==> src/rtl/tank_sprite_scheduler.sv <==
// Shares one sprite ROM between several tanks: during horizontal blanking each visible
// tank's next-line row is fetched into a per-tank line buffer, then composited on display.
module tank_sprite_scheduler #(
   parameter int NUM_TANKS = 4,
   parameter int SPR       = 32
) (
   input  logic                    vga_clk,
   input  logic                    reset_n,
   input  logic [9:0]              DrawX,
   input  logic [9:0]              DrawY,
   input  logic [NUM_TANKS*10-1:0] tank_x,
   input  logic [NUM_TANKS*10-1:0] tank_y,
   input  logic [NUM_TANKS*2-1:0]  tank_dir,
   input  logic [NUM_TANKS-1:0]    tank_en,
   output logic [9:0]              rom_address,
   input  logic [3:0]              rom_q,
   output logic [3:0]              pix_index,
   output logic                    pix_hit,
   output logic                    busy
);

   localparam int CW = $clog2(SPR);
   localparam int TW = (NUM_TANKS > 1) ? $clog2(NUM_TANKS) : 1;
   localparam logic [9:0]    SPR10     = 10'(SPR);
   localparam logic [CW-1:0] COL_LAST  = CW'(SPR - 1);
   localparam logic [TW-1:0] TANK_LAST = TW'(NUM_TANKS - 1);

   typedef enum logic [1:0] {IDLE, SELECT, FETCH, DRAIN} state_t;
   state_t state, state_next;

   logic [9:0]           lat_x   [NUM_TANKS];
   logic [9:0]           lat_y   [NUM_TANKS];
   logic [1:0]           lat_dir [NUM_TANKS];
   logic [NUM_TANKS-1:0] lat_en;
   logic [NUM_TANKS-1:0] line_valid;
   logic [3:0]           line_buf [NUM_TANKS][SPR];

   logic [TW-1:0] tank_cnt;
   logic [CW-1:0] col, wr_col, row;
   logic          wr_pending;
   logic [9:0]    target_y, addr_hold, fetch_addr, sel_r, disp_k;
   logic          sel_match, last_tank, start, abort;
   logic [3:0]    disp_idx;

   assign start       = (state == IDLE) && (DrawX == 10'd640);
   assign abort       = (state != IDLE) && (DrawX == 10'd0);
   assign last_tank   = (tank_cnt == TANK_LAST);
   assign sel_r       = target_y - lat_y[tank_cnt];
   assign sel_match   = lat_en[tank_cnt] && (sel_r < SPR10);
   assign busy        = (state != IDLE);
   assign rom_address = (state == FETCH) ? fetch_addr : addr_hold;

   // Orientation is applied purely by permuting/inverting the row and column address bits.
   always_comb begin
      fetch_addr = '0;
      case (lat_dir[tank_cnt])
         2'd0:    fetch_addr = 10'({row, col});
         2'd1:    fetch_addr = 10'({~row, col});
         2'd2:    fetch_addr = 10'({col, row});
         default: fetch_addr = 10'({~col, ~row});
      endcase
   end

   always_ff @(posedge vga_clk or negedge reset_n) begin
      if (!reset_n) state <= IDLE;
      else          state <= state_next;
   end

   always_comb begin
      state_next = state;
      case (state)
         IDLE:    if (start) state_next = SELECT;
         SELECT:  if (sel_match) state_next = FETCH;
                  else if (last_tank) state_next = IDLE;
         FETCH:   if (col == COL_LAST) state_next = DRAIN;
         DRAIN:   state_next = last_tank ? IDLE : SELECT;
         default: state_next = IDLE;
      endcase
      if (abort) state_next = IDLE;
   end

   // ROM data lags the address by one cycle, so each word is written one cycle after issue.
   always_ff @(posedge vga_clk or negedge reset_n) begin
      if (!reset_n) begin
         tank_cnt   <= '0;
         col        <= '0;
         wr_col     <= '0;
         row        <= '0;
         wr_pending <= 1'b0;
         target_y   <= '0;
         addr_hold  <= '0;
         line_valid <= '0;
         lat_en     <= '0;
         for (int i = 0; i < NUM_TANKS; i++) begin
            lat_x[i]   <= '0;
            lat_y[i]   <= '0;
            lat_dir[i] <= '0;
         end
      end else begin
         wr_pending <= (state == FETCH) && !abort;
         wr_col     <= col;
         if (abort) begin
            for (int i = 0; i < NUM_TANKS; i++)
               if (i >= int'(tank_cnt)) line_valid[i] <= 1'b0;
         end else begin
            case (state)
               IDLE: if (start) begin
                  tank_cnt <= '0;
                  target_y <= (DrawY == 10'd524) ? 10'd0 : DrawY + 10'd1;
                  lat_en   <= tank_en;
                  for (int i = 0; i < NUM_TANKS; i++) begin
                     lat_x[i]   <= tank_x[10*i +: 10];
                     lat_y[i]   <= tank_y[10*i +: 10];
                     lat_dir[i] <= tank_dir[2*i +: 2];
                  end
               end
               SELECT: begin
                  line_valid[tank_cnt] <= 1'b0;
                  row <= sel_r[CW-1:0];
                  col <= '0;
                  if (!sel_match && !last_tank) tank_cnt <= tank_cnt + 1'b1;
               end
               FETCH: begin
                  addr_hold <= fetch_addr;
                  col       <= col + 1'b1;
               end
               DRAIN: begin
                  line_valid[tank_cnt] <= 1'b1;
                  if (!last_tank) tank_cnt <= tank_cnt + 1'b1;
               end
               default: ;
            endcase
         end
      end
   end

   always_ff @(posedge vga_clk) begin
      if (wr_pending) line_buf[tank_cnt][wr_col] <= rom_q;
   end

   // Walk from the highest tank down so the lowest-numbered opaque tank wins.
   always_comb begin
      disp_idx = '0;
      disp_k   = '0;
      for (int i = NUM_TANKS - 1; i >= 0; i--) begin
         disp_k = DrawX - lat_x[i];
         if (line_valid[i] && (disp_k < SPR10) && (line_buf[i][disp_k[CW-1:0]] != 4'd0))
            disp_idx = line_buf[i][disp_k[CW-1:0]];
      end
   end

   always_ff @(posedge vga_clk or negedge reset_n) begin
      if (!reset_n) begin
         pix_index <= '0;
         pix_hit   <= 1'b0;
      end else if ((DrawX < 10'd640) && (DrawY < 10'd480)) begin
         pix_index <= disp_idx;
         pix_hit   <= (disp_idx != 4'd0);
      end else begin
         pix_index <= '0;
         pix_hit   <= 1'b0;
      end
   end

endmodule

==> config.mk <==
export PLATFORM = sky130hd
export DESIGN_NAME = tank_sprite_scheduler
export DESIGN_NICKNAME = d
export VERILOG_FILES = /design/src/rtl/tank_sprite_scheduler.sv
export SDC_FILE = /design/constraint.sdc
export NUM_CORES = 1
export LEC_CHECK = 0
export ABC_AREA = 1
export BUFFER_PORTS_ARGS = -buffer_cell sky130_fd_sc_hd__buf_2
export CELL_PAD_IN_SITES_DETAIL_PLACEMENT = 0
export CELL_PAD_IN_SITES_GLOBAL_PLACEMENT = 1
export CORE_ASPECT_RATIO = 0.5
export CORE_MARGIN = 1
export CORE_UTILIZATION = 40
export CTS_BUF_LIST = sky130_fd_sc_hd__clkbuf_4 sky130_fd_sc_hd__clkbuf_8
export CTS_CLUSTER_DIAMETER = 150
export DETAILED_ROUTE_END_ITERATION = 12
export MAX_ROUTING_LAYER = met4
export PLACE_DENSITY = 0.77
export SLEW_MARGIN = 0
export SYNTH_ARGS = -nofsm -noshare
export SYNTH_HDL_FRONTEND = slang
export SYNTH_SLANG_ARGS = --single-unit
==> constraint.sdc <==
create_clock -name vga_clk -period 4.8 [get_ports vga_clk]
set_clock_uncertainty 0.15 [all_clocks]
set_input_delay 0.96 -clock vga_clk [delete_from_list [all_inputs] [get_ports vga_clk]]
set_output_delay 0.96 -clock vga_clk [all_outputs]
set_load 0.1 [all_outputs]
# Yosys cells after proc, flatten, opt, wreduce, memory -nomap -nowiden
# Memories as Yosys holds them, arrays and structs flattened.
# Index checks and enable logic that the tools add are counted.
# word_totals
out_inout_bits	16
ff_bits	141
ram_bits	512
n_memories	1
# memory_table
memory	words	width	rd	rd_clocked_by_memory_dff	write_ports	line_no	source
line_buf	4	128	4	0	1	36	logic [3:0] line_buf [NUM_TANKS][SPR];
# classes
add_sub_neg	8
eq_ne	18
reduce_logical	39
mux	52
n_lt_le_gt_ge	19
bitwise	12
# op_table
cell	n
two-way mux 128 bit	1
binary-select mux 4 bit (select 5 bit)	4
two-way mux 4 bit	15
less-than comparator 10 x 6 -> 1 bit, second input constant	5
subtractor 10 bit	5
two-way mux 10 bit	4
>= comparator 6 bit, second input constant	5
NOT 5 -> 6 bit	5
one-hot mux 10 bit (3 select lines)	1
binary-select mux 10 bit (select 2 bit)	1
demux 4 bit (select 5 bit)	1
equality test 10 bit, second input constant	2
two-way mux 2 bit	10
nonzero test 4 bit	5
logical AND 1 bit	16
adder 10 x 1 -> 10 bit, second input constant	1
logical NOT 10 bit	1
less-than comparator 10 bit, second input constant	1
less-than comparator 10 x 9 -> 1 bit, second input constant	1
NOT 5 bit	2
one-hot mux 5 bit (2 select lines)	1
AND reduction 2 bit	5
equality test 2 bit, second input constant	4
two-way mux 1 bit	8
other kinds (32)	44

# Depth between registers and ports, before layout
# depth
depth_word	13
ltp_mapped	25

# Least setup slack after synthesis
# Ideal clock, no wire load.
# synth_path
path_type	register to output
start	register tank_cnt[0]
end	output port rom_address[5]
path_slack_ns	-0.169
n_path_buf	3
stages_incl_launch_ff	10
required_ns	3.690
arrival_time_ns	3.859
cell_sequence	dfrtp_1 buf_2 clkinv_1 nand2_1 a32o_1 clkbuf_1 clkbuf_1 o21ai_0 xor2_1 o21ai_0
# synth_between
elab_chain_len	7
elab_cells_between_ends	9
cone_classes	2 x eq/ne; 5 x mux; 1 x bitwise; 1 x reduce/logical
# synth_rtl
item	line_no	source
from (decl)	38	logic [TW-1:0] tank_cnt;
from (signal assigned)	121	if (!sel_match && !last_tank) tank_cnt <= tank_cnt + 1'b1;
from (signal assigned)	129	if (!last_tank) tank_cnt <= tank_cnt + 1'b1;
NOT 2 -> 3 bit (not written as such) (*)	56	case (lat_dir[tank_cnt])
binary-select mux 2 bit (select 2 bit) (*)	56	
two-way mux 2 bit (not written as such) (*) (2 in a row)	56	
equality test 2 bit (tied with other cells)	56	
one-hot mux 10 bit (3 select lines) (*)	56	
two-way mux 10 bit (*)	--	
to (decl)	15	output logic [9:0] rom_address,
# Every way passes the cells marked *; elsewhere a longest branch is shown, timed or not. The select of a mux whose other input is x is not followed.

# Worst setup path after layout
# layout_path
start	register tank_cnt[1]
end	output port rom_address[0]
# Same word-level chain as after synthesis.

==> metrics <==
leakage around 14 nW; Multi-input gate area just under 0.01 mm2; Final Instance Area between 0.03 and 0.04 mm2; clk_lat worst skew slightly above 700 ps; WL/cell about 19 um; Syn Area/Cell around 9.6 um2; die area approximately 0.077 mm2; Power Density between 400 and 500 mW/mm2; pre-CTS setup slack 386 ps; die height 196 um; CP max FO 17; area of the core around 0.074 mm2; DR iter-0 viols 2022; CP arrival around 3300 ps; DR vias around 23000; Sink Count between 600 and 700; largest net degree at the start of global routing 84; grt ovf 0; syn nets 3328; status finished, final reports clean; die width 390 um; Clock Tree Buf Depth 3; achievable clock frequency approximately 0.23 GHz; Min-Delay Path Class input pin to asynchronous set/reset pin; TNS Setup 0 ps; starting density of the core 0.409; # DRC 0; worst slew pin tran between 1000 and 1500 ps; Setup CP Type flop to primary output; Clk pin slew, worst setup/hold paths about 70 ps; initial antenna violation count 3; post-synth cell types 39; most frequent cells in the layout nand2_1, edfxtp_1, nor2_1; leading area contributor after synthesis edfxtp_1; Worst slew margin 0.300; io pins between 100 and 150; register area share after synthesis 0.626; fraction of layout cells with a size suffix above 1 0.110; mapped cell area ~0.03 mm2; Root Driver clkbuf_8; Area growth syn-to-layout 13.1%; Critical Path Sink Type primary output; Post-DP Area around 0.032 mm2; drt first pass iters 6; cts-stage hold buffer count 0; Slew Limit Fails 0; DR vias/cell just over 5; final worst setup slack around 370 ps; Tcrit/Tclk final 0.924; Synth area leaders edfxtp_1, dfrtp_1, nand2_1, nor2_1, o21ai_0; Post-CTS Setup Inserts 0; ANT cells 0; total track usage 0.224; total wire length around 84 mm; Setup-failing EPs final 0; YS warnings 0; #FFs+latches synth between 600 and 700; CP Launch Type flop; max_cap viols 0; Fill cells 7008; Post-CTS Resized 1; final net count ~3500; final hold violation count 0; DP HPWL ~56 mm; IO Port Bufs roughly 130; most common cell after layout, fill and taps aside nand2_1; htree depth 3; first-pass GRT wire length roughly 130 mm; Tmin final 4430 ps; CTS buffer count between 90 and 100; antenna viol nets, final 0; Max VDD drop 334 uV; Worst EP required between 3000 and 4000 ps; cell row count 70; storage element area approximately 0.019 mm2; Syn Inst Count 3146; CTS tree yes; area share of the largest cell type after synthesis 0.509; vias in the first global route approximately 22000; gpl congestion about 0.89; RSZ-0062 raised after global routing false
worst max-delay path, cell delays in order (launching register included):
cell and delay (ps):
dfrtp_1 390, clkinvlp_4 340, buf_4 310, a32o_2 390, nor2_1 340, nand2_1 90, nand3_1 100, o21ai_0 130
inv_1 80, buf_2 420
cell families after synthesis:
kind of cell	count (synthesis)	synth area share
and+or+nand+nor	1653	0.220
DFF	653	0.626
buffers and inverters	353	0.0455
adders and majority gates	64	0.0278
AOI/OAI and AO/OA	383	0.0680
xor gates and xnor gates	39	0.0121
muxes	1	0.000332
per-stage QoR:
stage               total power [mW]  hold slack [ps]  std cells   util
global placement                9.18              293       4201  0.436
detailed placement              9.20              300       4201  0.436
finish                          13.7              150       4376  0.462
global route                    14.2              180       4376  0.462
CTS                             13.7              139       4376  0.462
floorplan                       8.23              239       3146      -
per-layer routing:
| metal | track usage | part of all wire | vias up |
|---|---|---|---|
| li1 | - | - | 10800 |
| met4 | 0.0723 | 0.028 | 0 |
| met5 | - | 0 | - |
| met3 | 0.0443 | 0.066 | 153 |
| met1 | 0.301 | 0.45 | 10800 |
| met2 | 0.343 | 0.46 | 700 |
sequential cells by signal (all words and copies together) (netlist names), 4 cells and up:
signal / cells
line_buf: 512
lat_dir: 8
line_valid: 4
wr_col: 5
addr_hold: 10
pix_index: 4
row: 5
col: 5
lat_x: 40
lat_y: 40
target_y: 10
lat_en: 4
final cells by class:
cell class                      instances  share of cell area
Sequential cell                       653               0.554
Timing Repair Buffer                  183              0.0378
Inverter                              217              0.0240
Multi-Input combinational cell       2140               0.291
Clock buffer                          141              0.0499
Tap cell                             1008              0.0369
Clock inverter                         34             0.00656
power by group:
group          internal (mW)  total, mW  switching [mW]  leakage [nW]
clock network           2.39       4.57            2.18          1.02
registers               6.23       6.30          0.0706          6.33
logic                  0.812       2.79            1.98          6.69
worst paths after layout:
check	from	to	slack (ps)	cells past startpoint
max	tank_cnt[1]	rom_address[0]	370	9
min	reset_n	lat_y[37]	150	1
max reg2reg	tank_cnt[0]	tank_cnt[0]	1160	15
min reg2reg	col[3]	wr_col[3]	300	0
max in group asynchronous	reset_n	addr_hold[0]	3360	2
min in group vga_clk	tank_y[12]	lat_y[22]	290	3
synth_stat cells (all sizes together):
master / n
nor3b: 1
o31ai: 2
dfrtp: 141
a21o: 1
a21oi: 63
nor2: 418
xnor2: 9
mux2i: 1
o21ai: 270
fa: 5
clkbuf: 92
nand3: 255
nor4: 2
nand4: 14
a31oi: 1
or3: 1
a32o: 11
o21bai: 4
o211ai: 7
ha: 59
nand2: 930
a22o: 1
buf: 44
o21a: 2
clkinv: 8
nand3b: 6
inv: 209
a32oi: 1
edfxtp: 512
nor3: 23
o22ai: 20
or2: 3
xor2: 30
Power figures use the tool's default switching activity.
